$ cat src/rtl/instr_fetch.sv
// rtl/instr_fetch.sv - instruction fetch: PC handshake, single-outstanding memory read, small in-order output buffer.
// Out-of-range addresses bypass memory and enqueue a NOP tagged with the offending PC.
module instr_fetch #(
  parameter int DATA_W = 32,
  parameter int PC_MAX = 24,
  parameter int DEPTH  = 2
) (
  input  logic              clk,
  input  logic              rst_n,
  input  logic [7:0]        pc_in,
  input  logic              pc_valid,
  output logic              pc_ready,
  output logic              mem_req,
  output logic [7:0]        mem_addr,
  input  logic [DATA_W-1:0] mem_rdata,
  input  logic              mem_rvalid,
  output logic [DATA_W-1:0] instr,
  output logic [7:0]        instr_pc,
  output logic              instr_valid,
  input  logic              instr_ready,
  output logic              wrap,
  output logic              range_err
);
  localparam int CW = $clog2(DEPTH + 1);
  localparam logic [7:0] PC_LAST = 8'(PC_MAX);

  typedef enum logic [1:0] {IDLE, REQ, WAIT} state_t;

  state_t            state, state_d;
  logic [7:0]        pc_q;
  logic [CW-1:0]     count;
  logic [CW-1:0]     wr_idx;
  logic              handshake, in_range, push, pop;
  logic [7:0]        push_pc;
  logic [DATA_W-1:0] push_data;
  logic              prev_vld;
  logic [7:0]        prev_pc;
  logic [DATA_W-1:0] buf_data [DEPTH];
  logic [7:0]        buf_pc   [DEPTH];
  logic              buf_vld  [DEPTH];

  assign in_range  = (pc_in <= PC_LAST);
  assign handshake = pc_valid && pc_ready;
  assign pop       = buf_vld[0] && instr_ready;
  assign wr_idx    = count - CW'(pop);

  always_comb begin
    state_d   = state;
    pc_ready  = 1'b0;
    mem_req   = 1'b0;
    mem_addr  = '0;
    push      = 1'b0;
    push_pc   = pc_q;
    push_data = mem_rdata;
    case (state)
      IDLE: begin
        pc_ready = rst_n && (count < CW'(DEPTH));
        if (pc_valid && pc_ready) begin
          if (in_range) begin
            state_d = REQ;
          end else begin
            push      = 1'b1;
            push_pc   = pc_in;
            push_data = '0;
          end
        end
      end
      REQ: begin
        mem_req  = 1'b1;
        mem_addr = pc_q;
        state_d  = WAIT;
      end
      WAIT: begin
        if (mem_rvalid) begin
          push    = 1'b1;
          state_d = IDLE;
        end
      end
      default: state_d = IDLE;
    endcase
  end

  always_ff @(posedge clk) begin
    if (!rst_n) begin
      state     <= IDLE;
      pc_q      <= '0;
      count     <= '0;
      wrap      <= 1'b0;
      range_err <= 1'b0;
      prev_vld  <= 1'b0;
      prev_pc   <= '0;
    end else begin
      state <= state_d;
      count <= count + CW'(push) - CW'(pop);
      if (handshake && in_range) pc_q <= pc_in;
      wrap <= handshake && prev_vld && (prev_pc == PC_LAST) && (pc_in == '0);
      if (handshake) begin
        prev_vld <= 1'b1;
        prev_pc  <= pc_in;
      end
      if (handshake && !in_range) range_err <= 1'b1;
    end
  end

  // Shift-register buffer: slot 0 is always the head, so outputs come straight from flops.
  for (genvar g = 0; g < DEPTH; g++) begin : g_buf
    logic [DATA_W-1:0] up_data;
    logic [7:0]        up_pc;
    logic              up_vld;
    if (g < DEPTH - 1) begin : g_mid
      assign up_data = buf_data[g+1];
      assign up_pc   = buf_pc[g+1];
      assign up_vld  = buf_vld[g+1];
    end else begin : g_last
      assign up_data = '0;
      assign up_pc   = '0;
      assign up_vld  = 1'b0;
    end
    always_ff @(posedge clk) begin
      if (!rst_n) begin
        buf_data[g] <= '0;
        buf_pc[g]   <= '0;
        buf_vld[g]  <= 1'b0;
      end else if (push && (wr_idx == CW'(g))) begin
        buf_data[g] <= push_data;
        buf_pc[g]   <= push_pc;
        buf_vld[g]  <= 1'b1;
      end else if (pop) begin
        buf_data[g] <= up_data;
        buf_pc[g]   <= up_pc;
        buf_vld[g]  <= up_vld;
      end
    end
  end

  assign instr       = buf_data[0];
  assign instr_pc    = buf_pc[0];
  assign instr_valid = buf_vld[0];

endmodule
$ cat config.mk
export PLATFORM = sky130hd
export DESIGN_NAME = instr_fetch
export DESIGN_NICKNAME = d
export VERILOG_FILES = /design/src/rtl/instr_fetch.sv
export SDC_FILE = /design/constraint.sdc
export NUM_CORES = 1
export LEC_CHECK = 0
export ABC_AREA = 1
export BUFFER_PORTS_ARGS = -buffer_cell sky130_fd_sc_hd__buf_2
export CORE_MARGIN = 8
export CORE_UTILIZATION = 45
export DETAILED_ROUTE_END_ITERATION = 8
export PLACE_DENSITY = 0.72
export SLEW_MARGIN = 15
export SYNTH_ARGS = -nofsm -noshare
export SYNTH_HDL_FRONTEND = slang
export SYNTH_SLANG_ARGS = --single-unit
export TNS_END_PERCENT = 1
$ cat constraint.sdc
create_clock -name clk -period 2.8 [get_ports clk]
set_input_delay 0.14 -clock clk [delete_from_list [all_inputs] [get_ports clk]]
set_output_delay 0.14 -clock clk [all_outputs]
set_load 0.01 [all_outputs]
==> impl_summary.txt, run 1 <==
----------------------------------------------------
[Yosys]
  Number of distinct standard cells referenced by the synthesized netlist ... 27
  Synth top area cells ... edfxtp_1 51%, dfxtp_1 10%, nand3_1 9.4%
  Post-Syn Area ... 0.00479 mm²
  Asr flop ratio synth ... 0
  Count of mapped cells out of synthesis ... 513
  Top cell type's share of synthesized area ... 0.508
  Avg Cell Area, Syn ... 9.33 µm²
  Synthesized Nets ... 561
  Predominant post-synthesis flop cell ... edfxtp_1
  Flip-flop and latch count after synthesis ... 105
  Top cell type by total area after synthesis ... edfxtp_1
  Number of enable flip-flop cells after synthesis ... 81
  Number of warnings printed during yosys synthesis ... 0
  Sequential area share after synthesis ... 0.609

[Cells and area]
  Cell area after layout ... 0.00556 mm²
  ANT cells ... 0
  Proportion of layout cells with a drive suffix above 1 ... 0.215
  Most common library cell in the layout ignoring fill and taps ... nand2_1
  Reg area ... 0.00291 mm²
  Top library cells by usage in the layout, fill and taps aside ... 115 x nand2_1, 97 x buf_2, 90 x nand3_1
  Multi-input gate area ... 0.00142 mm²
  Syn-to-layout area delta ... 16.2%
  Nets ... 649
  Fillers ... 946

[Critical path]
  Worst Setup End Kind ... flip-flop
  Max FO, Critical Path ... 28
  Type of the setup path with the least slack ... reg -> reg
  Type of origin of the critical path ... flip-flop
  Combined buffer and inverter count along the critical path ... 3
  Required time reported for the critical path endpoint ... 2860 ps
  Top Family by Delay on Critical Path ... simple AND/OR/NAND/NOR gates
  Slowest stage cell on the critical path ... edfxtp_1
  Arrival time at the worst endpoint ... 2430 ps
  R2R Setup Slk ... 430 ps
  Cells along the critical path ... nand2_1 > inv_1 > ha_1 > xnor2_1 > nand2_1 > inv_1 > nand2_2 > nand2_2 > buf_12
  Longest individual stage delay on the worst path ... 380 ps

[Placed design]
  Post-DP HPWL ... 7400 µm
  Pre-CTS setup slack ... 437 ps
  GPL Wtd Cong ... 0.848
  Post-Place Cell Area ... 0.00534 mm²
  Number of port buffers ... 97

[Timing]
  Number of hold violations in the final report ... 0
  Final count of pins violating max slew ... 0
  Worst-case headroom to the max-slew limit ... 0.349
  Unrepaired setup endpoints after global routing ... no
  Ratio of final minimum period to clock period ... 0.848
  Endpoints failing setup ... 0
  Clock skew after layout ... 9.78 ps
  Final min period ... 2370 ps
  Worst-Margin Slew ... 975 ps
  Final worst-path setup slack ... 427 ps
  Max Fclk ... 421 MHz
  Setup TNS Final ... 0 ps

[Pwr]
  Leak Pwr ... 2.74 nW
  Highest ir drop seen on vdd ... 0.367 mV
  Switching power of the nets ... 0.000907 W
  PD cells ... 618 mW/mm²
  Share of total power in sequential cells ... 0.555
  Sw Ratio ... 0.264
  Logic gate share of total power ... 0.159
  Clk network pwr share ... 0.286
  Internal Pwr Total ... 0.00253 W

[Global route]
  Pin count of the biggest net entering global routing ... 56
  GRT Util Overall ... 0.149
  Number of antenna violations at the first check in global routing ... 0
  Wire length of the first global-routing pass ... 17400 µm
  Number of global-route vias before repair ... 3525
  Overflow left after global routing ... 0

[Min path]
  Class of the worst hold path ... in -> reg

[Drt]
  Count of vias placed by the detailed router ... 3589
  Residual DRC count ... 0
  Total iterations of the first detailed-routing run ... 4
  Count of nets left with antenna violations after detail routing ... 0
  Overall routed net length ... 10600 µm
  Initial DRC Count ... 231
  Average wire per cell in the routed design ... 14.2 µm
  Via-to-Cell Ratio ... 4.84

[Floorplanning]
  Placeable core region ... 0.0103 mm²
  Floorplan die area ... 0.0142 mm²
  Row count ... 37
  Starting density of the core ... 0.464
  DIE HEIGHT ... 119 µm
  Horiz. Die Dim ... 119 µm
  Top-Level Pins ... 98

[Clock tree]
  Clock-pin slew of the registers on the worst-case setup and hold paths ... 90 ps
  CTS H-tree depth ... 3
  Clock latency on the worst-skew pair ... 360 ps
  CTS sink count ... 105
  CTS tree ... done
  CTS root buf ... clkbuf_8
  Inserted Clock Buffers ... 9
  Post-cts sizing count ... 0
  Buffers from clock root to sink, at most ... 2

[Run status]
  Run status ... complete, no violations

[Run]
  Number of maximum-capacitance violations ... 0

----------------------------------------------------
state kept, by name, summed over array words and instances, names as in the netlist:
signal,flops
buf_pc,16
wrap,1
range_err,1
buf_vld,2
pc_q,8
prev_vld,1
prev_pc,8
state,2
count,2
buf_data,64
per-layer routing:
layer / vias up / wire, µm / GRT usage / part of all wire
li1: 1837 / - / - / -
met1: 1626 / 4670 / 0.190 / 0.44
met2: 122 / 5100 / 0.243 / 0.48
met3: 4 / 717 / 0.0482 / 0.068
met4: 0 / 69 / 0.0324 / 0.0065
met5: - / 0 / 0 / 0
cells by family (layout without fill, tap and decap cells):
logic type | after synthesis | in the layout | synth area share
compound gates | 25 | 25 | 0.0311
xor+xnor | 2 | 2 | 0.00366
fa+ha+maj | 3 | 3 | 0.00784
buf+inv | 103 | 196 | 0.0970
flops | 105 | 105 | 0.609
simple gates | 275 | 275 | 0.252
worst reg2reg max path: stages (launching register included):
cell      delay (ps)
edfxtp_1         380
nand2_1          140
inv_1            100
ha_1             210
xnor2_1          350
nand2_1          190
inv_1            100
nand2_2           60
nand2_2          290
buf_12           250
stage by stage:
stage               total power, W  hold slack, ps   util  cells
global placement           0.00247             343  0.517    725
finish                     0.00344            76.3  0.539    742
global route               0.00359            74.9  0.539    742
CTS                        0.00346            56.3  0.539    742
floorplan                  0.00230             239      -    513
detailed placement         0.00249             352  0.517    725
final timing paths:
check | from | end | cells after the start
worst min-delay path | pc_in[7] | wrap | 4
worst min register to register | prev_pc[0] | prev_pc[0] | 2
worst max register to register | buf_vld[0] | buf_pc[0][3] | 9
worst max-delay path | buf_vld[0] | buf_pc[0][3] | 9
Yosys cell counts (all sizes together) (2+ instances only):
library cell and count:
nand2 120, nand3 90, edfxtp 81, inv 74, nor2 57, buf 26, dfxtp 24, a21oi 15
o21ai 7, nor3 4, clkbuf 3, ha 3, nand4 3, o211a 2
final cells by class:
| type | instances | share of cell area |
|---|---|---|
| Multi-Input combinational cell | 305 | 0.256 |
| Clock buffer | 10 | 0.0230 |
| Sequential cell | 105 | 0.524 |
| Clock inverter | 6 | 0.0149 |
| Timing Repair Buffer | 106 | 0.102 |
| Tap cell | 136 | 0.0306 |
| Inverter | 74 | 0.0500 |
timing repair:
item                      4_1_cts  5_1_grt
hold endpoints to repair        1        0
hold buffers                    1        0
setup buffers                   0        0
power groups by stage:
stage / Clock [W] / Sequential, W / Combinational (W)
floorplan: 0 / 0.00198 / 0.000316
global placement: 0 / 0.00194 / 0.000537
detailed placement: 0 / 0.00195 / 0.000549
CTS: 0.000996 / 0.00191 / 0.000552
global route: 0.00106 / 0.00192 / 0.000609
finish: 0.000983 / 0.00191 / 0.000545
No activity file was read; power rests on OpenSTA's default activity.
==> run 2: changes to the inputs <==
Settings changed: PLACE_DENSITY 0.72 to 0.7.
Clock period 2.8 ns to 2.25 ns, I/O delays scaled along.
==> run 2 against run 1 <==
Against the previous run:
- clock power increased by 9.9%
- via count increased by 1.9%
- hold slack got worse by 37 ps
- power increased by 21%
- largest cell class unchanged
==> impl_summary.txt, run 2 (synthesis results as in run 1) <==
----------------------------------------------------
[Global route]
  Number of antenna violations at the first check in global routing ... 0 (unchanged)
  GRT Util Overall ... 0.150 (was 0.149)
  Pin count of the biggest net entering global routing ... 56 (unchanged)
  Wire length of the first global-routing pass ... 17500 µm (was 17400 µm)
  Overflow left after global routing ... 0 (unchanged)
  Number of global-route vias before repair ... 3655 (was 3525)

[Cells and area]
  Registers with the most flip-flops ... buf_data (64), buf_pc (16) (unchanged)
  Proportion of layout cells with a drive suffix above 1 ... 0.226 (was 0.215)
  Max FFs per register ... 64 (unchanged)
  Top library cells by usage in the layout, fill and taps aside ... 115 x nand2_1, 97 x buf_2, 90 x nand3_1 (unchanged)
  Syn-to-layout area delta ... 17.6% (was 16.2%)
  ANT cells ... 0 (unchanged)
  Reg area ... 0.00291 mm² (unchanged)
  Most common library cell in the layout ignoring fill and taps ... nand2_1 (unchanged)
  Nets ... 657 (was 649)
  Cell area after layout ... 0.00563 mm² (was 0.00556 mm²)
  Largest reg by FF count ... buf_data (unchanged)
  Multi-input gate area ... 0.00144 mm² (was 0.00142 mm²)
  Fillers ... 967 (was 946)

[Drt]
  Overall routed net length ... 10500 µm (was 10600 µm)
  Average wire per cell in the routed design ... 13.9 µm (was 14.2 µm)
  Via-to-Cell Ratio ... 4.88 (was 4.84)
  Residual DRC count ... 0 (unchanged)
  Count of vias placed by the detailed router ... 3658 (was 3589)
  Count of nets left with antenna violations after detail routing ... 0 (unchanged)
  Total iterations of the first detailed-routing run ... 5 (was 4)
  Initial DRC Count ... 205 (was 231)

[Pwr]
  Highest ir drop seen on vdd ... 0.312 mV (was 0.367 mV)
  PD cells ... 740 mW/mm² (was 618 mW/mm²)
  Leak Pwr ... 2.77 nW (was 2.74 nW)

[Critical path]
  Type of origin of the critical path ... flip-flop (unchanged)
  Reg-to-Reg Start ... buf_vld[0] (unchanged)
  Arrival time at the worst endpoint ... 2180 ps (was 2430 ps)
  Endpoint of the most critical register-to-register path ... buf_data[0][11] (was buf_pc[0][3])
  Number of cells traversed by the worst register-to-register path ... 10 (was 9)
  Cells along the critical path ... nand2_1 > inv_1 > ha_1 > xnor2_1 > nand2_1 > inv_1 > nand2_2 > buf_4 > nand3_1 > nand2_1 (was nand2_1 > inv_1 > ha_1 > xnor2_1 > nand2_1 > inv_1 > nand2_2 > nand2_2 > buf_12)
  R2R Setup Slk ... 210 ps (was 430 ps)
  Type of the setup path with the least slack ... reg -> reg (unchanged)
  Max FO, Critical Path ... 28 (unchanged)
  Combined buffer and inverter count along the critical path ... 3 (unchanged)
  Longest individual stage delay on the worst path ... 400 ps (was 380 ps)
  Required time reported for the critical path endpoint ... 2380 ps (was 2860 ps)
  Slowest stage cell on the critical path ... edfxtp_1 (unchanged)
  Worst Setup End Kind ... flip-flop (unchanged)
  Most repeated library cell on the critical path ... nand2_1
  Top Family by Delay on Critical Path ... simple AND/OR/NAND/NOR gates (unchanged)

[Floorplanning]
  Top-Level Pins ... 98 (unchanged)
  Starting density of the core ... 0.464 (unchanged)
  DIE HEIGHT ... 119 µm (unchanged)
  Placeable core region ... 0.0103 mm² (unchanged)
  Floorplan die area ... 0.0142 mm² (unchanged)
  Row count ... 37 (unchanged)
  Horiz. Die Dim ... 119 µm (unchanged)

[Clock tree]
  CTS H-tree depth ... 3 (unchanged)
  CTS tree ... done (unchanged)
  CTS root buf ... clkbuf_8 (unchanged)
  Inserted Clock Buffers ... 9 (unchanged)
  Clock latency on the worst-skew pair ... 370 ps (was 360 ps)
  CTS sink count ... 105 (unchanged)
  Setup fix buffers added after clock tree synthesis ... 0 (unchanged)
  Clock-pin slew of the registers on the worst-case setup and hold paths ... 110 ps (was 90 ps)
  Buffers from clock root to sink, at most ... 2 (unchanged)

[Timing]
  Final worst-path setup slack ... 208 ps (was 427 ps)
  Setup TNS Final ... 0 ps (unchanged)
  Clock skew after layout ... 16.6 ps (was 9.78 ps)
  Worst-Margin Slew ... 944 ps (was 975 ps)
  Endpoints failing setup ... 0 (unchanged)
  Worst-case headroom to the max-slew limit ... 0.369 (was 0.349)
  Max Fclk ... 490 MHz (was 421 MHz)
  Final count of pins violating max slew ... 0 (unchanged)
  Unrepaired setup endpoints after global routing ... no (unchanged)
  Ratio of final minimum period to clock period ... 0.908 (was 0.848)
  Number of hold violations in the final report ... 0 (unchanged)
  Final min period ... 2040 ps (was 2370 ps)

[Run]
  Number of maximum-capacitance violations ... 0 (unchanged)

[Placed design]
  Pre-CTS setup slack ... 150 ps (was 437 ps)
  GPL Wtd Cong ... 0.851 (was 0.848)
  Post-DP HPWL ... 7460 µm (was 7400 µm)
  Number of port buffers ... 97 (unchanged)
  Post-Place Cell Area ... 0.00543 mm² (was 0.00534 mm²)

[Min path]
  Class of the worst hold path ... in -> reg (unchanged)
  Hold path startpoint ... pc_in[5] (was pc_in[7])
  Terminating pin of the worst hold path ... wrap (unchanged)
  Hold-critical path depth ... 4 (unchanged)

[Run status]
  Run status ... complete, no violations (unchanged)

----------------------------------------------------
==> run 2: cell count changes in the layout (fill, tap and decap cells not counted), sizes merged <==
cell      change
clkinvlp      +1
inv           +3
clkbuf        -1
bufinv        -2
clkinv        -1
buf           +8
==> run 2: what timing repair did <==
action,in CTS,in global routing
setup endpoints to repair,0,20
hold buffers,1,0
endpoints found under the hold margin,1,0
gates resized for setup,0,1
==> run 2: how the worst max path moves through the flow <==
stage               startpoint               to  slack, ps  depth (start not counted)
global route        buf_vld[0]   buf_data[0][6]         20                         10
floorplan           buf_vld[0]   buf_data[1][0]       -210                          6
CTS                 buf_vld[0]  buf_data[0][31]        140                          9
finish              buf_vld[0]  buf_data[0][11]        210                         10
detailed placement  buf_vld[0]  buf_data[0][31]        150                          9
global placement    buf_vld[0]   buf_data[0][6]        250                          9
==> run 2: layout make-up <==
type / count / area share
sequential: 105 / 0.518
clock buffer: 9 / 0.0220
timing repair buffer: 114 / 0.116
clock inverter: 7 / 0.00956
inverter: 74 / 0.0494
multi-input combinational: 305 / 0.255
tap: 136 / 0.0302
==> run 2: per-layer routing <==
metal,track usage,vias to the layer above,routed length [µm]
met5,0,-,0
met4,0.0514,0,108
met3,0.0477,10,742
met2,0.241,110,4830
met1,0.187,1680,4780
li1,-,1858,-
==> run 2: per-stage QoR <==
stage               power [W]   util  hold WS [ps]  cells
finish                0.00416  0.545          39.7    750
floorplan             0.00286      -           212    513
detailed placement    0.00313  0.526           322    733
global placement      0.00311  0.526           317    733
CTS                   0.00419  0.544          27.2    750
global route          0.00436  0.545          40.9    750
==> run 2: where the power goes <==
group / internal (W) / switching [W]
registers: 0.00231 / 0.0000538
logic: 0.000245 / 0.000479
clock network: 0.000415 / 0.000662
total: 0.00297 / 0.00119
==> run 2: worst reg2reg max path, stage by stage, from the launching register on <==
cell and delay, ps:
edfxtp_1 400, nand2_1 150, inv_1 100, ha_1 200, xnor2_1 190, nand2_1 150, inv_1 90, nand2_2 100
buf_4 260, nand3_1 110, nand2_1 80
==> run 3: changes to the inputs <==
Settings changed: ABC_AREA 1 to 0, BUFFER_PORTS_ARGS -buffer_cell sky130_fd_sc_hd__buf_2 to default, DONT_BUFFER_PORTS from default to 1, PLACE_DENSITY 0.7 to 0.62.
==> run 3 against run 2 <==
Against the previous run:
- synthesized cell count is 19% lower
- core utilization increased by 0.31 points
- wire length up 8.7%
- first-iteration DRC count increased by 68%
- final cell count decreased by 21%
- clock skew shrank 3.3 ps
- die area is 0.45% lower
- area after synthesis decreased by 0.52%
- non-clock buffer count shrank 56
- power rose by 3.1%
- final area up 0.11%
==> impl_summary.txt, run 3 <==
----------------------------------------------------
[Run status]
  Run status ... complete, no violations (unchanged)

[Yosys]
  Count of mapped cells out of synthesis ... 418 (was 513)
  Number of enable flip-flop cells after synthesis ... 81 (unchanged)
  Predominant post-synthesis flop cell ... edfxtp_1 (unchanged)
  Number of distinct standard cells referenced by the synthesized netlist ... 38 (was 27)
  Avg Cell Area, Syn ... 11.4 µm² (was 9.33 µm²)
  Top cell type by total area after synthesis ... edfxtp_1 (unchanged)
  Leading cell type by number of instances after synthesis ... edfxtp_1 (was nand2_1)
  Flip-flop and latch count after synthesis ... 105 (unchanged)
  Sequential area share after synthesis ... 0.612 (was 0.609)
  Asr flop ratio synth ... 0 (unchanged)
  Top cell type's share of synthesized area ... 0.511 (was 0.508)
  Number of warnings printed during yosys synthesis ... 0 (unchanged)
  Synth top area cells ... edfxtp_1 51%, dfxtp_1 10%, mux2i_1 7.8% (was edfxtp_1 51%, dfxtp_1 10%, nand3_1 9.4%)
  Commonest cells post-synth ... 81 x edfxtp_1, 64 x nand2_1, 39 x nand3_1 (was 117 x nand2_1, 90 x nand3_1, 81 x edfxtp_1)
  Synthesized Nets ... 466 (was 561)
  Post-Syn Area ... 0.00476 mm² (was 0.00479 mm²)

[Cells and area]
  Nets ... 502 (was 657)
  Max FFs per register ... 64 (unchanged)
  Syn-to-layout area delta ... 18.3% (was 17.6%)
  Top library cells by usage in the layout, fill and taps aside ... 81 x edfxtp_1, 62 x nand2_1, 37 x mux2i_1, 37 x nand3_1, 34 x dlygate4sd3_1 (was 115 x nand2_1, 97 x buf_2, 90 x nand3_1)
  Proportion of layout cells with a drive suffix above 1 ... 0.120 (was 0.226)
  Most common library cell in the layout ignoring fill and taps ... edfxtp_1 (was nand2_1)
  Fillers ... 890 (was 967)
  Registers with the most flip-flops ... buf_data (64), buf_pc (16) (unchanged)
  ANT cells ... 0 (unchanged)
  Cell area after layout ... 0.00563 mm² (about the same)
  Largest reg by FF count ... buf_data (unchanged)
  Post-layout instance count excluding filler cells ... 595 (was 750)

[Global route]
  Overflow left after global routing ... 0 (unchanged)
  GRT Util Overall ... 0.163 (was 0.150)
  Number of global-route vias before repair ... 3440 (was 3655)
  Wire length of the first global-routing pass ... 18300 µm (was 17500 µm)
  Pin count of the biggest net entering global routing ... 42 (was 56)
  Number of antenna violations at the first check in global routing ... 0 (unchanged)

[Critical path]
  Arrival time at the worst endpoint ... 2190 ps (was 2180 ps)
  End point of the critical path ... buf_data[1][7] (was buf_data[0][11])
  Longest individual stage delay on the worst path ... 440 ps (was 400 ps)
  Worst Setup End Kind ... flip-flop (unchanged)
  Cells along the critical path ... nand2_4 > inv_4 > ha_4 > xor2_2 > or3_4 > a21o_1 > nand3_4 > buf_12 (was nand2_1 > inv_1 > ha_1 > xnor2_1 > nand2_1 > inv_1 > nand2_2 > buf_4 > nand3_1 > nand2_1)
  Max FO, Critical Path ... 22 (was 28)
  Number of cells traversed by the worst register-to-register path ... 8 (was 10)
  Type of origin of the critical path ... flip-flop (unchanged)
  Endpoint of the most critical register-to-register path ... buf_data[1][7] (was buf_data[0][11])
  Required time reported for the critical path endpoint ... 2320 ps (was 2380 ps)
  Slowest stage cell on the critical path ... edfxtp_1 (unchanged)
  Type of the setup path with the least slack ... reg -> reg (unchanged)
  R2R Setup Slk ... 140 ps (was 210 ps)
  CP startpoint ... buf_vld[0] (unchanged)
  Reg-to-Reg Start ... buf_vld[0] (unchanged)

[Pwr]
  Clk network pwr share ... 0.279 (was 0.259)
  Logic gate share of total power ... 0.148 (was 0.174)
  Internal Pwr Total ... 0.00312 W (was 0.00297 W)
  Highest ir drop seen on vdd ... 0.331 mV (was 0.312 mV)
  Switching power of the nets ... 0.00117 W (was 0.00119 W)
  PD cells ... 762 mW/mm² (was 740 mW/mm²)
  Share of total power in sequential cells ... 0.573 (was 0.567)
  Overall power of the completed layout ... 0.00429 W (was 0.00416 W)
  Leak Pwr ... 2.29 nW (was 2.77 nW)
  Sw Ratio ... 0.273 (was 0.287)

[Timing]
  Max Fclk ... 473 MHz (was 490 MHz)
  Number of hold violations in the final report ... 0 (unchanged)
  Worst-case headroom to the max-slew limit ... 0.684 (was 0.369)
  Worst-Margin Slew ... 475 ps (was 944 ps)
  Unrepaired setup endpoints after global routing ... no (unchanged)
  Final count of pins violating max slew ... 0 (unchanged)
  Ratio of final minimum period to clock period ... 0.939 (was 0.908)
  Endpoints failing setup ... 0 (unchanged)
  Min Hold Slack ... 14.9 ps (was 39.7 ps)
  Clock skew after layout ... 13.4 ps (was 16.6 ps)
  Final min period ... 2110 ps (was 2040 ps)

[Run]
  Number of maximum-capacitance violations ... 0 (unchanged)

[Floorplanning]
  Horiz. Die Dim ... 119 µm (about the same)
  Row count ... 37 (unchanged)
  Starting density of the core ... 0.463 (was 0.464)
  Floorplan die area ... 0.0141 mm² (was 0.0142 mm²)
  Top-Level Pins ... 98 (unchanged)
  DIE HEIGHT ... 119 µm (about the same)
  Placeable core region ... 0.0103 mm² (about the same)

[Placed design]
  GPL Wtd Cong ... 0.782 (was 0.851)
  Post-Place Cell Area ... 0.00509 mm² (was 0.00543 mm²)
  Post-DP HPWL ... 7430 µm (was 7460 µm)
  Number of port buffers ... 0 (was 97)
  DP Cell Count ... 545 (was 733)

[Clock tree]
  CTS H-tree depth ... 3 (unchanged)
  Clock latency on the worst-skew pair ... 370 ps (about the same)
  Buffers from clock root to sink, at most ... 2 (unchanged)
  CTS tree ... done (unchanged)
  Setup fix buffers added after clock tree synthesis ... 0 (unchanged)
  Clock-pin slew of the registers on the worst-case setup and hold paths ... 110 ps (about the same)
  Inserted Clock Buffers ... 9 (unchanged)
  CTS sink count ... 105 (unchanged)
  CTS root buf ... clkbuf_8 (unchanged)

[Drt]
  Count of nets left with antenna violations after detail routing ... 0 (unchanged)
  Average wire per cell in the routed design ... 19.1 µm (was 13.9 µm)
  Residual DRC count ... 0 (unchanged)
  Count of vias placed by the detailed router ... 3283 (was 3658)
  Total iterations of the first detailed-routing run ... 4 (was 5)
  Initial DRC Count ... 345 (was 205)
  Via-to-Cell Ratio ... 5.52 (was 4.88)
  Overall routed net length ... 11400 µm (was 10500 µm)

[Min path]
  Class of the worst hold path ... in -> reg (unchanged)

----------------------------------------------------
-- run 3: cell families after synthesis --
group / after synthesis / synth area share
AND/OR/NAND/NOR: 184 / 0.189
flip-flops: 105 / 0.612
AO/OA/AOI/OAI: 47 / 0.0720
buffers and inverters: 39 / 0.0363
multiplexers: 37 / 0.0778
XOR/XNOR: 3 / 0.00552
adder cells (fa/ha/maj): 3 / 0.00789
-- run 3: critical path, delay by kind of cell (launching register included) --
kind,cells,cell delay (ps)
compound gates,1,210
xor+xnor,1,160
fa+ha+maj,1,150
buf+inv,2,220
flops,1,440
simple gates,3,630
-- run 3: worst min path at each step --
| stage | from | end | slack (ps) | cells after the start |
|---|---|---|---|---|
| 4_1_cts | rst_n | buf_data[0][21] | 0.4 | 2 |
| 5_1_grt | mem_rdata[7] | buf_data[0][7] | 0.7 | 2 |
| 3_3_place_gp | pc_in[4] | wrap | 200 | 1 |
| 3_5_place_dp | pc_in[4] | wrap | 200 | 1 |
| 6_report | mem_rdata[30] | buf_data[0][30] | 10 | 2 |
| 2_1_floorplan | pc_in[0] | prev_pc[0] | 250 | 2 |
-- run 3: what timing repair did --
action / 4_1_cts / 5_1_grt
hold endpoints to repair: 45 / 3
setup endpoints to repair: 0 / 5
hold buffers: 33 / 1
resized for setup: 0 / 2
-- run 3: layout make-up --
cell class              instances  area [µm²]  share of cell area
well taps                     136         170              0.0302
clock inverters                 7        77.6              0.0138
multi-input cells             274        1750               0.311
clock buffers                   9         124              0.0220
repair buffers                 58         571               0.101
flip-flops and latches        105        2910               0.517
inverters                       6        25.0             0.00444
-- run 3: metal layers --
layer	routed length (µm)	track usage	part of all wire
met3	848	0.0463	0.075
met5	0	0	0
met2	5490	0.278	0.48
met1	4840	0.196	0.43
met4	198	0.0490	0.017
-- run 3: power by group through the flow --
stage                     Combinational [W]  Sequential (W)  Clock, W
after detailed placement           0.000582         0.00251         0
after global placement             0.000568         0.00251         0
after CTS                          0.000637         0.00247   0.00122
final                              0.000636         0.00246   0.00120
after floorplan                    0.000438         0.00248         0
after global routing               0.000700         0.00248   0.00131
-- run 3: stage by stage --
step                      setup slack (ps)   util  TNS, ps
after floorplan                      -52.7      -    -3730
after global placement                81.0  0.495        0
after detailed placement              45.0  0.495        0
after CTS                             27.2  0.547        0
after global routing                  22.6  0.548        0
final                                  137  0.548        0
